`src/rtl/byte_serial_comp_ctrl_pkg.sv`:
```
// Purpose : shared types and constants for the byte-serial comparator sequencer.
// Contents: FSM state encoding and the cascade seed values loaded at every
//           accepted compare. There are no ports.
package byte_serial_comp_ctrl_pkg;

    typedef enum logic [1:0] {
        ST_IDLE = 2'd0,
        ST_RUN  = 2'd1,
        ST_DONE = 2'd2
    } state_t;

    // Seed the cascade as "all higher bytes equal" so the MS byte decides alone.
    localparam logic CASC_EQ_INIT = 1'b1;
    localparam logic CASC_GT_INIT = 1'b0;

endpackage

```
`src/rtl/byte_serial_comp_ctrl_comp_8.sv`:
```
// Purpose : 8-bit unsigned magnitude comparator slice with cascade inputs.
//           The cascade inputs carry the result of the more-significant bytes.
// Ports   : i_a, i_b    - byte operands
//           i_eq1, i_gt1 - cascade in (higher bytes equal / A greater so far)
//           o_eq0, o_gt0 - cascade out including this byte
module comp_8 (
    input  logic [7:0] i_a,
    input  logic [7:0] i_b,
    input  logic       i_eq1,
    input  logic       i_gt1,
    output logic       o_eq0,
    output logic       o_gt0
);

    assign o_eq0 = i_eq1 & (i_a == i_b);
    assign o_gt0 = i_gt1 | (i_eq1 & (i_a > i_b));

endmodule

```
`src/rtl/byte_serial_comp_ctrl.sv`:
```
// Purpose : compares two NBYTES-wide unsigned operands one byte per clock,
//           MS byte first, through a single shared comp_8 slice. Stops on the
//           first unequal byte.
// Ports   : i_clock        - system clock, rising edge
//           i_reset        - asynchronous, active-high
//           i_start        - compare request, honoured only when not busy
//           i_a_in, i_b_in - operands, captured on the accepting edge
//           o_busy         - high while comparing
//           o_done         - one-cycle pulse, results valid
//           o_eq/o_gt/o_lt - result flags, held until the next completion
//
// state   | meaning
// --------+--------------------------------------------------------------
// ST_IDLE | waiting for i_start
// ST_RUN  | comparing byte r_idx, cascade fed back through r_casc_*
// ST_DONE | one-cycle result strobe; a new start is accepted here too
module byte_serial_comp_ctrl
    import byte_serial_comp_ctrl_pkg::*;
#(
    parameter int NBYTES = 4
) (
    input  logic                  i_clock,
    input  logic                  i_reset,
    input  logic                  i_start,
    input  logic [8*NBYTES-1:0]   i_a_in,
    input  logic [8*NBYTES-1:0]   i_b_in,
    output logic                  o_busy,
    output logic                  o_done,
    output logic                  o_eq,
    output logic                  o_gt,
    output logic                  o_lt
);

    localparam int W    = 8 * NBYTES;
    localparam int IDXW = (NBYTES > 1) ? $clog2(NBYTES) : 1;

    state_t            r_state;
    logic [W-1:0]      r_a_q;
    logic [W-1:0]      r_b_q;
    logic [IDXW-1:0]   r_idx;
    logic              r_casc_eq;
    logic              r_casc_gt;
    logic              r_eq;
    logic              r_gt;
    logic              r_lt;

    logic [7:0]        w_a_byte;
    logic [7:0]        w_b_byte;
    logic              w_eq0;
    logic              w_gt0;

    // Byte mux: shift by 8*idx rather than a variable part-select.
    assign w_a_byte = 8'(r_a_q >> {r_idx, 3'b000});
    assign w_b_byte = 8'(r_b_q >> {r_idx, 3'b000});

    comp_8 u_comp_8 (
        .i_a   (w_a_byte),
        .i_b   (w_b_byte),
        .i_eq1 (r_casc_eq),
        .i_gt1 (r_casc_gt),
        .o_eq0 (w_eq0),
        .o_gt0 (w_gt0)
    );

    always_ff @(posedge i_clock or posedge i_reset) begin
        if (i_reset) begin
            r_state   <= ST_IDLE;
            r_a_q     <= '0;
            r_b_q     <= '0;
            r_idx     <= '0;
            r_casc_eq <= CASC_EQ_INIT;
            r_casc_gt <= CASC_GT_INIT;
            r_eq      <= 1'b0;
            r_gt      <= 1'b0;
            r_lt      <= 1'b0;
        end else begin
            case (r_state)
                ST_IDLE, ST_DONE: begin
                    if (i_start) begin
                        r_a_q     <= i_a_in;
                        r_b_q     <= i_b_in;
                        r_idx     <= IDXW'(NBYTES - 1);
                        r_casc_eq <= CASC_EQ_INIT;
                        r_casc_gt <= CASC_GT_INIT;
                        r_state   <= ST_RUN;
                    end else begin
                        r_state   <= ST_IDLE;
                    end
                end
                ST_RUN: begin
                    r_casc_eq <= w_eq0;
                    r_casc_gt <= w_gt0;
                    // Any unequal byte already decides the magnitude.
                    if ((r_idx == '0) || !w_eq0) begin
                        r_eq    <= w_eq0;
                        r_gt    <= w_gt0;
                        r_lt    <= ~w_eq0 & ~w_gt0;
                        r_state <= ST_DONE;
                    end else begin
                        r_idx   <= r_idx - 1'b1;
                    end
                end
                default: r_state <= ST_IDLE;
            endcase
        end
    end

    assign o_busy = (r_state == ST_RUN);
    assign o_done = (r_state == ST_DONE);
    assign o_eq   = r_eq;
    assign o_gt   = r_gt;
    assign o_lt   = r_lt;

endmodule

```
`config.mk`:
```
export PLATFORM = sky130hd
export DESIGN_NAME = byte_serial_comp_ctrl
export DESIGN_NICKNAME = d
export VERILOG_FILES = /design/src/rtl/byte_serial_comp_ctrl_pkg.sv /design/src/rtl/byte_serial_comp_ctrl_comp_8.sv /design/src/rtl/byte_serial_comp_ctrl.sv
export SDC_FILE = /design/constraint.sdc
export NUM_CORES = 1
export LEC_CHECK = 0
export ABC_CLOCK_PERIOD_IN_PS = 2500
export CORE_ASPECT_RATIO = 1.25
export CORE_MARGIN = 2
export CORE_UTILIZATION = 46
export CTS_CLUSTER_SIZE = 25
export DETAILED_ROUTE_END_ITERATION = 7
export PLACE_DENSITY_LB_ADDON = 0.15
export SLEW_MARGIN = 20
export SYNTH_ARGS = -nofsm -noshare
export SYNTH_HDL_FRONTEND = slang
export SYNTH_SLANG_ARGS = --single-unit
```
`constraint.sdc`:
```
create_clock -name i_clock -period 2.5 [get_ports i_clock]
set_input_delay 0.75 -clock i_clock [delete_from_list [all_inputs] [get_ports i_clock]]
set_output_delay 0.75 -clock i_clock [all_outputs]
set_load 0.02 [all_outputs]
```
======== Yosys cells after proc, flatten, opt, wreduce, memory -nomap -nowiden ========
Index checks and enable logic that the tools add are counted.
W data, S select, Z words.
word-level totals
  RAM bits ................................ 0
  logic and storage cells ................. 45
  memory bits (read-only) ................. 0
  bits in registers ....................... 73
  memories ................................ 0
  latch bits .............................. 0
  output and inout port bits .............. 5
operators by class
  bitwise logic cells ..................... 6
  add/sub/neg operators ................... 1
  shift operators ......................... 2
  eq/ne operators ......................... 6
  divide/modulo/power cells ............... 0
  $lt $le $gt $ge ......................... 1
  reduce and logical (&&, ||, !) cells .... 10
  multipliers ............................. 0
  muxes and demuxes ....................... 10
operators with widths
  operator               number
  $shr A32 B5 Y8         2
  $eq A8 B8 Y1           1
  $gt A8 B8 Y1           1
  $pmux W2 S2            2
  $mux W2                3
  $reduce_and A2 Y1      3
  $logic_not A2 Y1       2
  $ne A2 B2 Y1 const B   2
  $pmux W1 S2            2
  $and A1 B1 Y1          3
  $mux W1                3
  $reduce_and A3 Y1      1
  $eq A2 B1 Y1 const B   1
  $eq A2 B2 Y1 const B   1
  $ne A2 B1 Y1 const B   1
  $not A1 Y1             2
  $reduce_bool A2 Y1     1
  $reduce_or A2 Y1       1
  $sub A2 B1 Y2 const B  1
  $logic_not A1 Y1       1
  $logic_or A1 B1 Y1     1
  $or A1 B1 Y1           1

======== Depth between registers and ports, before layout ========
Gate-level depths: netlist of the first run.
  depth in word-level cells ............... 7
  depth in mapped cells ................... 8

======== By module ========
Synthesis of the first run repeated with hierarchy kept, for this count alone.
unflattened totals
  cell total of the unflattened synthesis .. 222
  area total of the unflattened synthesis .. 3,457.1 um^2
by module, submodules not included
  module                 area each (um^2)  times used  cells an instance
  byte_serial_comp_ctrl  3,239.4           1           192
  comp_8                 217.7             1           30

======== Least setup slack after synthesis of the first run ========
No wires, ideal clock.
  path type ............................... register -> register
  from .................................... register r_idx[0]
  to ...................................... register r_idx[1]
  arrival ................................. 2,493 ps
  path buffers ............................ 2
  path slack .............................. -118 ps
  stages on the path, launching flop included .. 9
  required time ........................... 2,375 ps
  library setup time ...................... 125 ps
  cell sequence ........................... dfrtp_1 > buf_2 > buf_4 > mux4_2 > ha_1 > nand4_4 > nor4_4 > a21oi_2 > mux2_4
between the ends
  longest elaborated chain between the ends .. 7
  elaborated cells on any way between the ends .. 12
  those cells by class .................... add/sub: 1; eq/ne: 2; shift: 2; mux: 2; bitwise: 1; reduce/logical: 4
ends and longest elaborated chain
  what                                RTL line                                                  source
  from (decl)                         byte_serial_comp_ctrl.sv:40                               logic [IDXW-1:0] r_idx;
  from (signal assigned)              byte_serial_comp_ctrl.sv:82                               r_idx <= IDXW'(NBYTES - 1);
  from (signal assigned)              byte_serial_comp_ctrl.sv:100                              r_idx <= r_idx - 1'b1;
  $shr A32 B5 Y8 (on tied branches)   byte_serial_comp_ctrl.sv:53, byte_serial_comp_ctrl.sv:54
  $eq A8 B8 Y1                        byte_serial_comp_ctrl_comp_8.sv:15                        assign o_eq0 = i_eq1 & (i_a == i_b);
  $and A1 B1 Y1                       byte_serial_comp_ctrl_comp_8.sv:15
  $logic_not A1 Y1                    byte_serial_comp_ctrl.sv:94                               if ((r_idx == '0) || !w_eq0) begin
  $logic_or A1 B1 Y1                  byte_serial_comp_ctrl.sv:94
  $ne A2 B2 Y1 (no source line)       --
  $reduce_and A3 Y1 (no source line)  --
Several ways; a longest one is shown, not always the timed one. The select of a mux whose other input is x is not followed.
A chain may end at the register's enable or synchronous reset.

======== Final worst setup path of the first run ========
  from .................................... register r_state[1]
  to ...................................... output port o_busy
between the ends
  longest elaborated chain between the ends .. 1
ends and longest elaborated chain
  what                    RTL line                      source
  from (decl)             byte_serial_comp_ctrl.sv:37   state_t r_state;
  from (signal assigned)  byte_serial_comp_ctrl.sv:67   r_state <= ST_IDLE;
  from (signal assigned)  byte_serial_comp_ctrl.sv:85   r_state <= ST_RUN;
  from (signal assigned)  byte_serial_comp_ctrl.sv:87   r_state <= ST_IDLE;
  $eq A2 B1 Y1            byte_serial_comp_ctrl.sv:108  assign o_busy = (r_state == ST_RUN);
  to (decl)               byte_serial_comp_ctrl.sv:27   output logic o_busy,
Every way passes these cells.

==> results of run 1 <==
==> stage by stage <==
step	area [um2]	setup TNS (ns)	worst slack, ns	total power [W]	util (%)
after floorplan	3400	-0.0368	-0.0368	0.00190	-
after global placement	4270	0	0.0730	0.00215	58.7
after detailed placement	4270	0	0.0219	0.00217	58.7
after CTS	4470	0	0.00673	0.00311	61.5
after global routing	4530	-0.0162	-0.0119	0.00328	62.3
final	4530	0	0.0966	0.00311	62.3
==> metal layers <==
metal	share of wire (%)	track usage, %	vias up
li1	-	-	964
met1	42	21.9	1052
met2	51	29.7	49
met3	4.9	4.59	7
met4	2.1	6.65	0
met5	0	0	-
==> cell type report <==
class	instances	area, um2
fill	610	2740
sequential	73	1830
multi-input combinational	121	1500
timing repair buffer	80	820
clock buffer	11	151
tap	92	115
inverter	15	60.1
clock inverter	4	51.3
==> how the worst min path moves through the flow <==
stage	start	endpoint	slack, ns	depth (start not counted)
after floorplan	r_b_q[16]$_DFFE_PP0P_	r_b_q[16]$_DFFE_PP0P_	0.48	1
after global placement	r_b_q[2]$_DFFE_PP0P_	r_b_q[2]$_DFFE_PP0P_	0.49	1
after detailed placement	o_eq$_DFFE_PP0P_	o_eq$_DFFE_PP0P_	0.49	1
after CTS	o_eq$_DFFE_PP0P_	o_eq$_DFFE_PP0P_	0.51	1
after global routing	o_eq$_DFFE_PP0P_	o_eq$_DFFE_PP0P_	0.52	1
final	o_eq$_DFFE_PP0P_	o_eq$_DFFE_PP0P_	0.50	1
==> state kept, by name (all words and copies together), names as in the netlist, 2 cells and up <==
signal,count
r_idx,2
r_a_q,32
r_b_q,32
r_state,2
==> where the power goes <==
part	internal, W	total (W)	switching, W
combinational	0.000432	0.000710	0.000278
clock	0.000512	0.000937	0.000425
sequential	0.00137	0.00147	0.000102
total	0.00231	0.00311	0.000805
==> cells by family (layout without fill, tap and decap cells) <==
family                     Yosys count  after routing  share of synthesized area, %
adders and majority gates            9              9                          3.32
DFF                                 73             73                          53.9
AOI/OAI and AO/OA                   16             16                          3.51
muxes                               81             81                          32.3
and+or+nand+nor                     15             15                          3.36
buffers and inverters               26            110                          3.54
==> repair_timing <==
item,4_1_cts,5_1_grt
hold endpoints to repair,0,0
endpoints found under the setup margin,0,3
resized for setup,0,8
==> cells in the final DEF (no fill, tap or decap), types with 2 or more instances in the layout <==
| cell type | n |
|---|---|
| dfrtp_1 | 72 |
| nand2_1 | 3 |
| a21oi_1 | 4 |
| clkdlybuf4s50_1 | 71 |
| ha_1 | 6 |
| buf_4 | 5 |
| clkbuf_8 | 11 |
| buf_12 | 3 |
| mux4_2 | 16 |
| inv_1 | 13 |
| clkinvlp_4 | 2 |
| nor2_1 | 2 |
| ha_4 | 3 |
| mux2_2 | 64 |
| o21a_1 | 2 |
==> worst reg2reg max path, stage by stage (launching register included) <==
cell     delay [ns]
dfrtp_1        0.41
buf_12         0.17
mux4_2         0.51
ha_1           0.36
nand4_4        0.18
o31a_2         0.38
o21ai_1        0.15
o22ai_1        0.12
==> results.sh, run 1 <==
export IMPL_r2r_end="r_casc_gt$_DFFE_PP0P_"
export IMPL_gp_congestion=0.701
export IMPL_first_pass_iters=4
export IMPL_clock_sinks=73
export IMPL_synth_fp_nets=296
export IMPL_r2r_setup_slack_ns=0.1
export IMPL_maxCapViolCount=0
export IMPL_slowest_stage="clkdlybuf4s50_1"
export IMPL_grt_pass1_vias=2221
export IMPL_crit_required_ns=1.75
export IMPL_ys_ff_latch=73
export IMPL_cts_tree="done"
export IMPL_status="finished clean"
export IMPL_hpwl_um=4680
export IMPL_clk_latency_ns=0.33
export IMPL_startpoint="r_state[1]$_DFFE_PP0P_"
export IMPL_holdWs_ns=0.502
export IMPL_synth_edff_count=0
export IMPL_p_leak_nw=1.89
export IMPL_start_kind="register"
export IMPL_synth_area_top_cells="dfrtp_1 (53%), mux2_2 (21%), mux4_2 (11%)"
export IMPL_fin_cells=396
export IMPL_path_buf_inv=1
export IMPL_drt_wl_total_um=6520
export IMPL_final_min_clock_period_ns=2.40
export IMPL_endpoint_kind="primary output"
export IMPL_r2r_start="r_idx[0]$_DFFE_PP0P_"
export IMPL_setup_viol=0
export IMPL_crit_arrival_ns=1.65
export IMPL_die_area_um2=8080
export IMPL_endpoint="o_busy"
export IMPL_drive_gt1_share_pct=39.8
export IMPL_post_route_period_util_pct=96.1
export IMPL_cts_htree_levels=3
export IMPL_syn_area_per_cell_um2=15.4
export IMPL_via_per_inst=5.23
export IMPL_path_cells="and2b_2 -> clkdlybuf4s50_1"
export IMPL_worst_slew_pin_slew_ns=0.377
export IMPL_fin_skew_ns=0.00836
export IMPL_r2r_cells=7
export IMPL_yosys_warnings=0
export IMPL_report_final_slew_viol_count=0
export IMPL_ir_worst_vdd_uv=375
export IMPL_clk_pin_slew_ns=0.07
export IMPL_grt_max_degree=74
export IMPL_syn_area_um2=3390
export IMPL_max_slew_margin_pct=74.8
export IMPL_hold_violations=0
export IMPL_synth_top_area_cell="dfrtp_1"
export IMPL_synth_top_cells_by_count="dfrtp_1 (72), mux2_2 (64), mux4_2 (16)"
export IMPL_seq_area_frac_synth_pct=53.9
export IMPL_routedWlPerCell_um=16.5
export IMPL_ios=72
export IMPL_initial_core_util_pct=46.6
export IMPL_cp_depth=2
export IMPL_ys_types=33
export IMPL_nets=376
export IMPL_hold_class="register to register"
export IMPL_syn_inst=220
export IMPL_synth_async_reset_ratio_pct=100
export IMPL_drc=0
export IMPL_crit_family="buffers and inverters"
export IMPL_area_delta_synth_final_pct=33.6
export IMPL_cts_hold_fix_buffers=0
export IMPL_critPathMaxFanout=6
export IMPL_portBuffers=71
export IMPL_synth_most_common_cell="dfrtp_1"
export IMPL_grt_overflow=0
export IMPL_rows=35
export IMPL_critPathKind="register to primary output"
export IMPL_cts_made_buffers=9
export IMPL_power_density_nw_per_um2=688
export IMPL_track_usage_pct=17.7
export IMPL_diodes=0
export IMPL_clock_fmax_ghz=0.416
export IMPL_ant_nets=0
export IMPL_synth_ff_type="dfrtp_1"
export IMPL_cts_setup_buffers=0
export IMPL_cts_path_max_buffers=2
export IMPL_netlist_area_leader_share_pct=53.2
export IMPL_initialDrtViolationCount=79
export IMPL_coreArea_um2=7270
export IMPL_fp_dieH_um=100
export IMPL_dp_cells=381
export IMPL_critPathMaxStageDelay_ns=0.63
export IMPL_cts_root_buf="clkbuf_8"
export IMPL_routed_via_count=2072
export IMPL_grt_pass1_wl_um=10700
export IMPL_antenna_found_initial=0
export IMPL_die_width_um=80.8
(Power assumes the default switching activity.)
==> run 2, diff against run 1 <==
- TNS_END_PERCENT: default -> 100
==> results of run 2 <==
No change in the layout: final DEF, timing and power equal those of run 1.
==> run 3, diff against run 2 <==
- ABC_CLOCK_PERIOD_IN_PS: 2500 -> 2000
- TNS_END_PERCENT: 100 -> 10
- clock period: 2.5 -> 2 ns (I/O delays scaled with it)
==> results.sh, run 3 (synthesized netlist as in run 1, its figures left out) <==
export IMPL_cts_tree="done"
export IMPL_clock_sinks=73
export IMPL_grt_overflow=0
export IMPL_nets=386
export IMPL_coreArea_um2=7270
export IMPL_portBuffers=71
export IMPL_worst_slew_pin_slew_ns=0.382
export IMPL_grt_max_degree=74
export IMPL_final_common_cell="dfrtp_1"
export IMPL_hold_depth=1
export IMPL_largestRegisters="r_a_q x32, r_b_q x32"
export IMPL_gp_congestion=0.821
export IMPL_report_final_slew_viol_count=0
export IMPL_start_kind="register"
export IMPL_grt_pass1_vias=2226
export IMPL_drc=0
export IMPL_final_min_clock_period_ns=2.35
export IMPL_antenna_found_initial=0
export IMPL_r2r_start="r_idx[0]$_DFFE_PP0P_"
export IMPL_critPathMaxFanout=6
export IMPL_r2r_end="r_idx[1]$_DFFE_PP0P_"
export IMPL_cts_hold_fix_buffers=0
export IMPL_rsz0062_at_grt="true"
export IMPL_tns_ns=-2.42
export IMPL_ir_worst_vdd_uv=492
export IMPL_area_delta_synth_final_pct=38.5
export IMPL_initial_core_util_pct=46.6
export IMPL_worstHoldEndpoint="o_eq$_DFFE_PP0P_"
export IMPL_final_area_um2=4690
export IMPL_critPathKind="register to register"
export IMPL_routed_via_count=2094
export IMPL_clk_latency_ns=0.35
export IMPL_cts_path_max_buffers=2
export IMPL_violations="negative setup slack"
export IMPL_die_area_um2=8080
export IMPL_drive_gt1_share_pct=43.8
export IMPL_via_per_inst=5.14
export IMPL_clock_fmax_ghz=0.426
export IMPL_drt_wl_total_um=6510
export IMPL_first_pass_iters=4
export IMPL_cts_root_buf="clkbuf_8"
export IMPL_placed_cell_area_um2=4450
export IMPL_grt_pass1_wl_um=11000
export IMPL_maxCapViolCount=0
export IMPL_min_from="o_eq$_DFFE_PP0P_"
export IMPL_hold_violations=0
export IMPL_power_density_nw_per_um2=859
export IMPL_diodes=0
export IMPL_ios=72
export IMPL_post_route_period_util_pct=117
export IMPL_crit_arrival_ns=2.58
export IMPL_setup_viol=9
export IMPL_clk_pin_slew_ns=0.07
export IMPL_status="finished, violations left"
export IMPL_cts_setup_buffers=0
export IMPL_initialDrtViolationCount=64
export IMPL_hpwl_um=4800
export IMPL_cts_made_buffers=9
export IMPL_r2r_cells=7
export IMPL_endpoint_kind="register"
export IMPL_fin_util_pct=64.6
export IMPL_hold_class="register to register"
export IMPL_rows=35
export IMPL_fin_skew_ns=0.0105
export IMPL_track_usage_pct=18.3
export IMPL_p_leak_nw=1.96
export IMPL_ant_nets=0
export IMPL_dp_cells=391
export IMPL_die_width_um=80.8
export IMPL_fp_dieH_um=100
export IMPL_r2r_setup_slack_ns=-0.35
export IMPL_crit_required_ns=2.23
export IMPL_fin_ws_ns=-0.347
export IMPL_layout_common_cells="dfrtp_1 (72), clkdlybuf4s50_1 (69), mux2_2 (64)"
export IMPL_max_slew_margin_pct=74.5
export IMPL_cts_htree_levels=3
export IMPL_routedWlPerCell_um=16.0
export IMPL_fin_cells=407
export IMPL_holdWs_ns=0.498
==> run 3: cell count changes in the layout (fill, tap and decap cells not counted), sizes merged <==
cell	change
inv	-1
clkbuf	+1
dlygate4sd2	+2
clkinvlp	+1
buf	+10
clkdlybuf4s50	-2
==> run 3: how the worst max path moves through the flow <==
stage	startpoint	end
final	r_idx[0]$_DFFE_PP0P_	r_idx[1]$_DFFE_PP0P_
after detailed placement	r_idx[0]$_DFFE_PP0P_	r_idx[1]$_DFFE_PP0P_
after global placement	r_idx[0]$_DFFE_PP0P_	r_idx[1]$_DFFE_PP0P_
after CTS	r_idx[0]$_DFFE_PP0P_	r_idx[1]$_DFFE_PP0P_
after global routing	r_idx[0]$_DFFE_PP0P_	o_lt$_DFFE_PP0P_
after floorplan	r_idx[0]$_DFFE_PP0P_	r_idx[1]$_DFFE_PP0P_
==> run 3: layer usage <==
metal | wire, um | track usage (%) | vias to the layer above
met1 | 2860 | 24.1 | 1044
met5 | 0 | 0 | -
li1 | - | - | 988
met4 | 168 | 8.47 | 0
met2 | 3210 | 28.7 | 49
met3 | 277 | 4.23 | 13
==> run 3: layout make-up <==
type / count / area (um2)
sequential: 73 / 1830
tap: 92 / 115
clock buffer: 12 / 165
inverter: 15 / 60.1
fill: 584 / 2570
timing repair buffer: 90 / 925
multi-input combinational: 121 / 1550
clock inverter: 4 / 50.0
==> run 3: report_power, final <==
part / leakage (nW) / switching (W) / internal, W
clock: 0.105 / 0.000548 / 0.000676
combinational: 1.00 / 0.000372 / 0.000604
sequential: 0.850 / 0.000125 / 0.00171
total: 1.96 / 0.00105 / 0.00299
==> run 3: metrics by stage <==
step                      total power (W)  setup slack [ns]
final                             0.00403            -0.347
after CTS                         0.00406            -0.345
after detailed placement          0.00284            -0.347
after global placement            0.00281            -0.294
after floorplan                   0.00245            -0.339
after global routing              0.00425            -0.439
==> run 3: timing repair <==
action,in CTS,in global routing
resized for setup,7,2
pin swaps,1,0
setup endpoints to repair,11,9
==> run 3: worst max-delay path: stages (launching register included) <==
cell	delay, ns
dfrtp_1	0.41
buf_6	0.17
mux4_2	0.54
ha_4	0.31
nand4_4	0.17
nor4_4	0.22
a21oi_2	0.11
mux2_4	0.30
